**src/rtl/clock_divider_multi.sv**
```systemverilog
// ---------------------------------------------------------------------------
// clock_divider_multi
//   Multi-channel programmable clock/strobe generator. Each channel divides the
//   system clock by a run-time programmable period with a programmable high
//   time. New settings are held as "pending" and take over only at a period
//   boundary, so the divided clock never glitches.
//
// Ports
//   clock     in   system clock, all logic on the rising edge
//   reset     in   synchronous, active-high reset
//   enable    in   [NUM_CH]        per-channel run enable
//   load      in   single-cycle pulse, samples period_i/high_i for all channels
//   period_i  in   [NUM_CH*CNT_W]  channel c period at [c*CNT_W +: CNT_W]
//   high_i    in   [NUM_CH*CNT_W]  channel c high time, same packing
//   clk_out   out  [NUM_CH]        divided clocks, registered
//   tick      out  [NUM_CH]        one-cycle pulse on the first cycle of a period
//   pending   out  [NUM_CH]        loaded values waiting for the next boundary
//   err       out  [NUM_CH]        sticky: a load with period 0 was rejected
// ---------------------------------------------------------------------------
module clock_divider_multi #(
   parameter int NUM_CH     = 1,
   parameter int CNT_W      = 8,
   parameter int PERIOD_RST = 4,
   parameter int HIGH_RST   = 1
) (
   input  logic                    clock,
   input  logic                    reset,
   input  logic [NUM_CH-1:0]       enable,
   input  logic                    load,
   input  logic [NUM_CH*CNT_W-1:0] period_i,
   input  logic [NUM_CH*CNT_W-1:0] high_i,
   output logic [NUM_CH-1:0]       clk_out,
   output logic [NUM_CH-1:0]       tick,
   output logic [NUM_CH-1:0]       pending,
   output logic [NUM_CH-1:0]       err
);

   for (genvar c = 0; c < NUM_CH; c++) begin : g_ch
      logic [CNT_W-1:0] per_in, high_in;
      logic [CNT_W-1:0] cnt, per_act, high_act, per_pend, high_pend;
      logic [CNT_W-1:0] nxt, cnt_d, per_d, high_d;
      logic             load_ok, load_bad, apply;
      logic             clk_q, tick_q, pend_q, err_q;

      assign per_in  = period_i[c*CNT_W +: CNT_W];
      assign high_in = high_i[c*CNT_W +: CNT_W];

      // NOTE: every signal written here gets a value before any branch, so no
      // path leaves one unassigned and no latch is inferred.
      always_comb begin
         load_ok  = load && (per_in != '0);
         load_bad = load && (per_in == '0);
         nxt      = (cnt == per_act - CNT_W'(1)) ? '0 : cnt + CNT_W'(1);
         apply    = pend_q && (nxt == '0);
         per_d    = per_act;
         high_d   = high_act;
         cnt_d    = nxt;
         if (enable[c]) begin
            // The cycle entered at the boundary already uses the new high time.
            if (apply) begin
               per_d  = per_pend;
               high_d = high_pend;
            end
         end else begin
            // A stopped channel has no boundary to wait for: apply at once.
            if (load_ok) begin
               per_d  = per_in;
               high_d = high_in;
            end
            // Park one count before the wrap of the (possibly new) period so
            // re-enabling starts a fresh period on the very next edge.
            cnt_d = per_d - CNT_W'(1);
         end
      end

      // NOTE: state registers use non-blocking assignments so every register
      // samples pre-edge values; the combinational block above uses blocking.
      always_ff @(posedge clock) begin
         if (reset) begin
            cnt      <= '0;
            per_act  <= CNT_W'(PERIOD_RST);
            high_act <= CNT_W'(HIGH_RST);
            clk_q    <= 1'b0;
            tick_q   <= 1'b0;
            pend_q   <= 1'b0;
            err_q    <= 1'b0;
         end else begin
            cnt      <= cnt_d;
            per_act  <= per_d;
            high_act <= high_d;
            clk_q    <= enable[c] && (nxt < high_d);
            tick_q   <= enable[c] && (nxt == '0);
            err_q    <= err_q | load_bad;
            if (load_ok)
               pend_q <= enable[c];
            else if (enable[c] && apply)
               pend_q <= 1'b0;
         end
      end

      // NOTE: the pending value holders are deliberately not reset; they are
      // only ever read while pend_q is set, and reset clears pend_q.
      always_ff @(posedge clock) begin
         if (load_ok) begin
            per_pend  <= per_in;
            high_pend <= high_in;
         end
      end

      assign clk_out[c] = clk_q;
      assign tick[c]    = tick_q;
      assign pending[c] = pend_q;
      assign err[c]     = err_q;
   end

endmodule
```
**config.mk**
```make
export PLATFORM = sky130hd
export DESIGN_NAME = clock_divider_multi
export DESIGN_NICKNAME = d
export VERILOG_FILES = /design/src/rtl/clock_divider_multi.sv
export SDC_FILE = /design/constraint.sdc
export NUM_CORES = 1
export LEC_CHECK = 0
export CAP_MARGIN = 20
export CORE_ASPECT_RATIO = 1.25
export CORE_MARGIN = 5
export CORE_UTILIZATION = 63
export CTS_CLUSTER_DIAMETER = 40
export CTS_CLUSTER_SIZE = 14
export DETAILED_ROUTE_END_ITERATION = 16
export PLACE_DENSITY = 0.89
export SKIP_CTS_REPAIR_TIMING = 1
export SLEW_MARGIN = 30
export SYNTH_ARGS = -nofsm -noshare
export SYNTH_HDL_FRONTEND = slang
export SYNTH_SLANG_ARGS = --single-unit
export TNS_END_PERCENT = 5
```
**constraint.sdc**
```tcl
create_clock -name clock -period 9.3 [get_ports clock]
set_input_delay 1.395 -clock clock [delete_from_list [all_inputs] [get_ports clock]]
set_output_delay 1.395 -clock clock [all_outputs]
set_load 0.01 [all_outputs]
```
==> reports/qor.txt, run 1 <==
Maximum clock rate -> 197 MHz
Post-synth top flop -> dfxtp_1
Vias per cell -> 6.82
Fillers -> 320
Htree depth -> 2
Pre-Repair DR Iteration Count -> 5
Grt total ovfl -> 0
Post-Route Utilization -> 72.8%
Reg clk slew, reported paths -> 0.09 ns
Lkg Pwr -> 1.15 nW
Ys Warns -> 0
Post-synthesis register bit count -> 44
WS Path Type -> input pin to flop
CTS tree -> yes
Sequential share of power -> 46.8%
Most frequent cell after synthesis -> nand2_1
Final hold vios -> 0
CP required -> 9.52 ns
Met1 WL -> 3000 um
Max cap viols -> 0
Data arrival time of the critical path -> 5.31 ns
Post-route DRC -> 0
Critical Path Source Type -> input pin
Least-Margin Pin Slew -> 0.782 ns
Cell Pwr Density -> 154 mW/mm2
Clock network fraction of design power -> 29.8%
Placed Area -> 0.00309 mm2
Area leader, netlist -> dfxtp_1
CTS sink count -> 44
Worst skew pair latency -> 0.30 ns
Top layer in use -> met4
Finished Cell Area -> 0.00320 mm2
Slowest stage delay, CP -> 0.59 ns
# diodes -> 0
Cell variety after synth -> 62
Die Ht -> 85.3 um
CP Cell Sequence -> clkdlybuf4s50_1 > or4_4 > o21ai_4 > inv_4 > o21ai_0 > a32oi_1 > and3_1 > ha_1 > a21o_1 > a21o_1 > a2111oi_0 > nand2b_1 > o31ai_1
Slew headroom -> 47.8%
Met3 wire len -> 637 um
Internal power -> 0.000344 W
WL/cell -> 19.2 um
CP endpoint kind -> flop
Asr flop ratio synth -> 0%
Final WL -> 7550 um
Clock Tree Buf Depth -> 2
Register Area -> 0.00104 mm2
Largest net degree at the start of global routing -> 31
Met2 wire len -> 3700 um
Num CTS Buffers -> 5
Final WS setup -> 4.22 ns
Post-synth top area share -> 19.6%
Root buffer cell -> clkbuf_8
Fraction of layout cells with a size suffix above 1 -> 6.55%
Num rows -> 27
Area of the core -> 0.00439 mm2
Outcome -> finished, final reports clean
I/O Pins -> 24
Number of flops mapped to enable cells by yosys -> 16
Die Span X -> 70.2 um
Hold Crit Class -> flop to flop
Final GP Congestion -> 0.928
Endpoints failing setup -> 0
Wire length of the first global-routing pass -> 12700 um
Most frequent cells after synthesis -> nand2_1, dfxtp_1, nor2_1
Layout Nets -> 365
Die Area -> 0.00599 mm2
Worst Clk Skew -> 0.00792 ns
Multi-input gate area -> 0.00170 mm2
Mapped Nets -> 353
Port bufs -> 23
CP delay by family, top -> compound AO/OA/AOI/OAI gates
Final min period -> 5.08 ns
DR iter-0 viols -> 234
Syn Std Cell Area -> 0.00286 mm2
GRT Total Usage -> 26.3%
Synth area leaders -> dfxtp_1, edfxtp_1, ha_1
Switching share of power -> 30.4%
DP Worst Slack -> 3.97 ns
Cell count after synthesis -> 323
Critical Path Most Common Cell -> a21o_1
Seq/Total Area, Yosys -> 36.4%
Slowest cell on the critical path -> or4_4
Setup_tns -> 0 ns
Vias -> 2689
Worst Path Buf+Inv -> 2
Area grow syn2layout -> 11.9%
Mapped Avg Cell Area -> 8.85 um2
Initial Util -> 65.1%
Tcrit/Tclk final -> 54.7%
RSZ-0062 raised after global routing -> no
Initial antenna violation count -> 0
DP HPWL -> 5420 um
Switch Pwr -> 0.000150 W
Crit-path max FO -> 30
Gate power share -> 23.4%
Routed Antenna Nets -> 0
Number of global-route vias before repair -> 2630
Max Transition Viols Final -> 0
Peak supply drop -> 0.000121 V
==> registers in the layout, summed over array words and instances, names as in the netlist <==
name            flops
g_ch.high_act       8
g_ch.high_pend      8
tick                1
err                 1
clk_out             1
g_ch.per_act        8
pending             1
g_ch.cnt            8
g_ch.per_pend       8
==> area by class of cell <==
type | count | share of cell area, %
flip-flops and latches | 44 | 32.6
clock buffers | 5 | 2.15
inverters | 8 | 1.02
well taps | 58 | 2.27
clock inverters | 3 | 1.33
multi-input cells | 251 | 53.0
repair buffers | 25 | 7.67
==> final timing paths <==
kind                                        start                  to  slack (ns)  cells after the start
setup / recovery                      period_i[6]  clk_out$_SDFF_PP0_        4.22                     13
hold / removal                     err$_SDFF_PP0_      err$_SDFF_PP0_        0.50                      2
setup reg to reg  g_ch[0].per_act[0]$_SDFFE_PP0P_  clk_out$_SDFF_PP0_        4.98                     12
hold reg to reg                    err$_SDFF_PP0_      err$_SDFF_PP0_        0.50                      2
==> metal layers <==
metal / vias to the layer above / track usage [%]
li1: 1261 / -
met1: 1252 / 33.7
met2: 155 / 44.6
met3: 21 / 3.32
met4: 0 / 10.5
met5: - / 0
==> tightest hold or removal path: cells and delay by family, from the launching register on <==
family | cells | cell delay [ns]
AOI/OAI and AO/OA | 1 | 0.05
and+or+nand+nor | 1 | 0.08
DFF | 1 | 0.34
==> cells by family after synthesis <==
kind of cell / share of synthesized area, %
xor+xnor: 5.21
flops: 36.4
buf+inv: 4.25
simple gates: 21.5
mux: 3.28
fa+ha+maj: 4.38
compound gates: 25.0
==> power groups by stage <==
stage,registers (W),logic [W],clock network (W)
6_report,0.000231,0.000116,0.000147
5_1_grt,0.000233,0.000127,0.000158
4_1_cts,0.000230,0.000113,0.000147
3_5_place_dp,0.000235,0.000112,0
3_3_place_gp,0.000234,0.000109,0
2_1_floorplan,0.000227,0.0000847,0
==> cells in the final DEF (no fill, tap or decap), types with 10 or more instances in the layout <==
master	instances
nand2_1	30
nor2_1	28
o21ai_0	14
nand3_1	13
edfxtp_1	16
dfxtp_1	28
nor3_1	14
ha_1	10
clkdlybuf4s50_1	23
==> per-stage QoR <==
step	std cells	total power [W]	hold WS (ns)
after floorplan	323	0.000311	0.472
after global placement	386	0.000343	0.471
after detailed placement	386	0.000347	0.488
after CTS	394	0.000491	0.508
after global routing	394	0.000518	0.519
final	394	0.000494	0.501
Note: power is estimated with default switching activity, not from simulation.
==> run 2: changes to the inputs <==
- CORE_UTILIZATION: 63 -> 58
- PLACE_DENSITY: 0.89 -> 0.83
- clock period: 9.3 -> 4.85 ns (I/O delays scaled with it)
==> run 2 against run 1 <==
Worst hold slack got worse by 0.018 ns. Global-route usage fell by 0.82 points. Non-clock buffer count rose by 6. Final cell count rose by 2.0%. Wire length rose by 2.6%. Register-to-register slack got worse by 4.5 ns. Die area rose by 7.5%. Sequential cell count did not move. Sequential power rose by 91%. Core utilization fell by 5.3 points. Critical endpoint unchanged. Largest cell class unchanged. Highest routed layer unchanged.
==> reports/qor.txt, run 2 (synthesis gave the netlist of run 1 again) <==
Outcome -> finished, final reports clean (unchanged)
WS Path Type -> flop to flop (was input pin to flop)
Pre-Repair DR Iteration Count -> 5 (unchanged)
Least-Margin Pin Slew -> 0.700 ns (was 0.782 ns)
Met1 Use GR -> 31.7% (was 33.7%)
Placed Cells -> 394 (was 386)
Reg clk slew, reported paths -> 0.08 ns (was 0.09 ns)
Final WL -> 7750 um (was 7550 um)
Port bufs -> 23 (unchanged)
Hold Crit Class -> flop to flop (unchanged)
DR iter-0 viols -> 185 (was 234)
DP HPWL -> 5630 um (was 5420 um)
Max Transition Viols Final -> 0 (unchanged)
# diodes -> 0 (unchanged)
Wire length of the first global-routing pass -> 12900 um (was 12700 um)
Endpoints failing setup -> 0 (unchanged)
CTS sink count -> 44 (unchanged)
Fraction of layout cells with a size suffix above 1 -> 7.60% (was 6.55%)
Die Span X -> 72.8 um (was 70.2 um)
Lkg Pwr -> 1.16 nW (was 1.15 nW)
Final min period -> 4.36 ns
Max cap viols -> 0 (unchanged)
Worst skew pair latency -> 0.29 ns (was 0.30 ns)
Critical Path Source Type -> flop (was input pin)
Routed Antenna Nets -> 0 (unchanged)
WL/cell -> 19.3 um (was 19.2 um)
Slowest cell on the critical path -> a2111oi_0 (was or4_4)
Die Area -> 0.00644 mm2 (was 0.00599 mm2)
GRT Total Usage -> 25.5% (was 26.3%)
Most frequent cells in the layout -> nand2_1, nor2_1, dfxtp_1, clkdlybuf4s50_1, edfxtp_1 (unchanged)
Number of global-route vias before repair -> 2665 (was 2630)
Largest net degree at the start of global routing -> 29 (was 31)
Maximum clock rate -> 229 MHz
Area of the core -> 0.00476 mm2 (was 0.00439 mm2)
GR Util met3 -> 5.34% (was 3.32%)
Tcrit/Tclk final -> 90.0%
I/O Pins -> 24 (unchanged)
Area grow syn2layout -> 12.6% (was 11.9%)
Vias -> 2715 (was 2689)
Layout Cells excl Fill -> 402 (was 394)
Crit-path max FO -> 13 (was 30)
Most common cell after layout, fill and taps aside -> nand2_1 (unchanged)
Final hold vios -> 0 (unchanged)
Final GP Congestion -> 0.951 (was 0.928)
Slew headroom -> 52.1% (was 47.8%)
Peak supply drop -> 0.000203 V (was 0.000121 V)
Die Ht -> 88.5 um (was 85.3 um)
Worst Clk Skew -> 0.00368 ns (was 0.00792 ns)
Routing usage on met2 -> 42.7% (was 44.6%)
Layout Nets -> 371 (was 365)
Cell Pwr Density -> 277 mW/mm2 (was 154 mW/mm2)
Initial Util -> 60.0% (was 65.1%)
Clock Tree Buf Depth -> 2 (unchanged)
Slowest stage delay, CP -> 0.66 ns (was 0.59 ns)
Num rows -> 28 (was 27)
Post-route DRC -> 0 (unchanged)
Num CTS Buffers -> 5 (unchanged)
CTS tree -> yes (unchanged)
Root buffer cell -> clkbuf_8 (unchanged)
Initial antenna violation count -> 0 (unchanged)
Data arrival time of the critical path -> 4.56 ns (was 5.31 ns)
Vias per cell -> 6.75 (was 6.82)
CP endpoint kind -> flop (unchanged)
GR peak layer -> met2 (unchanged)
RSZ-0062 raised after global routing -> no (unchanged)
CP Cell Sequence -> or4_1 > o221a_2 > a311oi_1 > a211o_1 > nand3_1 > and3_1 > ha_1 > a21o_1 > a21o_1 > a2111oi_0 > o21ai_0 > o31ai_1 (was clkdlybuf4s50_1 > or4_4 > o21ai_4 > inv_4 > o21ai_0 > a32oi_1 > and3_1 > ha_1 > a21o_1 > a21o_1 > a2111oi_0 > nand2b_1 > o31ai_1)
Htree depth -> 2 (unchanged)
CP required -> 5.04 ns (was 9.52 ns)
Critical Path Most Common Cell -> a21o_1 (unchanged)
Setup_tns -> 0 ns (unchanged)
Grt total ovfl -> 0 (unchanged)
run 2: power by group:
| group | internal (W) | switching [W] | total (W) | leakage (nW) |
|---|---|---|---|---|
| Sequential | 0.000411 | 0.0000303 | 0.000441 | 0.386 |
| Combinational | 0.0000993 | 0.000129 | 0.000229 | 0.732 |
| Clock | 0.0000999 | 0.000122 | 0.000222 | 0.0388 |
| Total | 0.000610 | 0.000281 | 0.000892 | 1.16 |
run 2: critical path: cells and delay by family (launching register included):
| family | cells | cell delay [ns] |
|---|---|---|
| AO/OA/AOI/OAI | 8 | 2.62 |
| AND/OR/NAND/NOR | 3 | 0.93 |
| flip-flops | 1 | 0.39 |
| adder cells (fa/ha/maj) | 1 | 0.31 |
run 2: layout make-up:
type | count | area (um2)
multi-input combinational | 251 | 1700
sequential | 44 | 1040
fill | 397 | 1550
clock buffer | 6 | 72.6
clock inverter | 2 | 11.3
timing repair buffer | 31 | 290
tap | 60 | 75.1
inverter | 8 | 32.5
run 2: metal layers:
layer / vias up / routed length, um
met5: - / 0
met1: 1277 / 3130
li1: 1270 / -
met4: 0 / 191
met2: 141 / 3790
met3: 27 / 635
run 2: path summary, 6_finish.rpt:
| check | startpoint | to | slack (ns) | cells after the start |
|---|---|---|---|---|
| worst max-delay path | g_ch[0].per_act[0]$_SDFFE_PP0P_ | clk_out$_SDFF_PP0_ | 0.49 | 12 |
| worst min-delay path | err$_SDFF_PP0_ | err$_SDFF_PP0_ | 0.48 | 2 |
| worst max register to register | g_ch[0].per_act[0]$_SDFFE_PP0P_ | clk_out$_SDFF_PP0_ | 0.49 | 12 |
| worst min register to register | err$_SDFF_PP0_ | err$_SDFF_PP0_ | 0.48 | 2 |
run 2: through the flow:
stage	setup WS, ns	cell area [um2]	hold slack [ns]	util (%)	total power (W)
finish	0.487	3220	0.483	67.5	0.000892
global route	0.0967	3220	0.552	67.5	0.000941
CTS	0.548	3220	0.492	67.5	0.000889
detailed placement	0.652	3130	0.463	65.8	0.000670
global placement	0.859	3130	0.466	65.8	0.000664
floorplan	0.823	2860	0.472	-	0.000597
==> run 3: changes to the inputs <==
- CORE_UTILIZATION: 58 -> 53
- CTS_CLUSTER_SIZE: 14 -> 16
- PLACE_DENSITY: 0.83 -> 0.8
- clock period: 4.85 -> 3.9 ns (I/O delays scaled with it)
==> run 3 against run 2 <==
Global-route usage shrank 1.6 points. Fmax grew 20%. Sequential cell count is the same. Core utilization shrank 4.1 points. Combinational power up 36%. Sequential power rose by 22%. Critical path type unchanged. Largest cell class unchanged.
==> reports/qor.txt, run 3 (synthesis gave the netlist of run 1 again) <==
WL/cell -> 18.5 um (was 19.3 um)
Hold_sp -> err$_SDFF_PP0_ (unchanged)
Cell Pwr Density -> 346 mW/mm2 (was 277 mW/mm2)
CTS sink count -> 44 (unchanged)
Final hold vios -> 0 (unchanged)
Gate power share -> 26.7% (was 25.6%)
I/O Pins -> 24 (unchanged)
Internal power -> 0.000811 W (was 0.000610 W)
Total power -> 0.00117 W (was 0.000892 W)
CP required -> 4.11 ns (was 5.04 ns)
Worst skew pair latency -> 0.30 ns (was 0.29 ns)
Max cap viols -> 0 (unchanged)
Die Area -> 0.00697 mm2 (was 0.00644 mm2)
Maximum clock rate -> 274 MHz (was 229 MHz)
Most frequent cells in the layout -> nand2_1, nor2_1, dfxtp_1, buf_4, clkdlybuf4s50_1 (was nand2_1, nor2_1, dfxtp_1, clkdlybuf4s50_1, edfxtp_1)
CTS tree -> yes (unchanged)
Most common cell after layout, fill and taps aside -> nand2_1 (unchanged)
Max Transition Viols Final -> 0 (unchanged)
Initial antenna violation count -> 0 (unchanged)
Routed Antenna Nets -> 0 (unchanged)
Wire length of the first global-routing pass -> 13000 um (was 12900 um)
Critical Path Start -> g_ch[0].per_act[0]$_SDFFE_PP0P_ (unchanged)
GRT Total Usage -> 23.9% (was 25.5%)
Lkg Pwr -> 1.25 nW (was 1.16 nW)
Peak supply drop -> 0.000299 V (was 0.000203 V)
Die Ht -> 92.1 um (was 88.5 um)
Endpoints failing setup -> 0 (unchanged)
Worst Clk Skew -> 0.00573 ns (was 0.00368 ns)
Switching share of power -> 30.6% (was 31.6%)
Critical Path Source Type -> flop (unchanged)
Reg clk slew, reported paths -> 0.08 ns (about the same)
Pre-Repair DR Iteration Count -> 5 (unchanged)
WS Path Type -> flop to flop (unchanged)
Slew headroom -> 54.7% (was 52.1%)
Vias per cell -> 6.64 (was 6.75)
Switch Pwr -> 0.000357 W (was 0.000281 W)
Initial Util -> 53.6% (was 60.0%)
Area of the core -> 0.00533 mm2 (was 0.00476 mm2)
Post-route DRC -> 0 (unchanged)
Fraction of layout cells with a size suffix above 1 -> 13.1% (was 7.60%)
Final WL -> 7820 um (was 7750 um)
Post-Route Utilization -> 63.4% (was 67.5%)
Vias -> 2800 (was 2715)
Sequential share of power -> 46.2% (was 49.5%)
Worst r2r src -> g_ch[0].per_act[0]$_SDFFE_PP0P_ (unchanged)
Final min period -> 3.65 ns (was 4.36 ns)
Clock network fraction of design power -> 27.0% (was 24.9%)
Die Span X -> 75.7 um (was 72.8 um)
Least-Margin Pin Slew -> 0.677 ns (was 0.700 ns)
Largest net degree at the start of global routing -> 17 (was 29)
Grt total ovfl -> 0 (unchanged)
Area grow syn2layout -> 18.3% (was 12.6%)
DR iter-0 viols -> 198 (was 185)
DP HPWL -> 5790 um (was 5630 um)
Num CTS Buffers -> 5 (unchanged)
Port bufs -> 23 (unchanged)
Hold Crit Class -> flop to flop (unchanged)
CP endpoint kind -> flop (unchanged)
Tcrit/Tclk final -> 93.6% (was 90.0%)
Number of global-route vias before repair -> 2771 (was 2665)
# diodes -> 0 (unchanged)
Crit-path max FO -> 6 (was 13)
Final GP Congestion -> 1.00 (was 0.951)
Layout Nets -> 387 (was 371)
Num rows -> 30 (was 28)
Clock Tree Buf Depth -> 2 (unchanged)
Root buffer cell -> clkbuf_8 (unchanged)
Htree depth -> 2 (unchanged)
Data arrival time of the critical path -> 3.85 ns (was 4.56 ns)
Outcome -> finished, final reports clean (unchanged)
[run 3: path summary, 6_finish.rpt]
path	endpoint	slack [ns]	cells past startpoint
worst min-delay path	err$_SDFF_PP0_	0.49	2
worst max register to register	clk_out$_SDFF_PP0_	0.25	15
worst min register to register	err$_SDFF_PP0_	0.49	2
worst max-delay path	clk_out$_SDFF_PP0_	0.25	15
[run 3: power groups by stage]
stage                     logic, W  registers (W)  clock network, W
after CTS                 0.000301       0.000539          0.000317
after global routing      0.000342       0.000544          0.000342
after global placement    0.000290       0.000548                 0
after detailed placement  0.000299       0.000550                 0
final                     0.000312       0.000540          0.000316
after floorplan           0.000202       0.000541                 0
[run 3: critical path, cell delays in order, from the launching register on]
cell and delay [ns]:
dfxtp_1 0.31, buf_4 0.16, inv_1 0.06, ha_1 0.18, nor3b_1 0.33, nor4b_2 0.28, nor3_1 0.11, a211oi_2 0.33
o2111ai_1 0.19, and3_1 0.22, ha_1 0.32, a21o_1 0.20, a21o_1 0.18, a2111oi_2 0.38, nand2b_1 0.10, o31ai_1 0.21
[run 3: through the flow]
step	cell area, um2	hold slack, ns	std cells	TNS, ns	setup WS (ns)
2_1_floorplan	2860	0.472	323	0	0.0150
3_3_place_gp	3260	0.456	414	0	0.0440
3_5_place_dp	3260	0.477	414	-0.0904	-0.0904
4_1_cts	3360	0.502	422	0	0.0840
5_1_grt	3380	0.534	422	-0.166	-0.166
6_report	3380	0.492	422	0	0.251
[run 3: cell type report]
| type | instances | area [um2] |
|---|---|---|
| multi-input combinational | 251 | 1720 |
| sequential | 44 | 1040 |
| fill | 443 | 1950 |
| timing repair buffer | 47 | 410 |
| tap | 64 | 80.1 |
| inverter | 8 | 32.5 |
| clock buffer | 8 | 100 |
[run 3: metal layers]
metal  up-vias  wire, um  track usage (%)
li1       1305         -                -
met4         0       291             9.04
met3        33       627             2.74
met5         -         0                0
met1      1327      3090             32.0
met2       135      3810             38.5
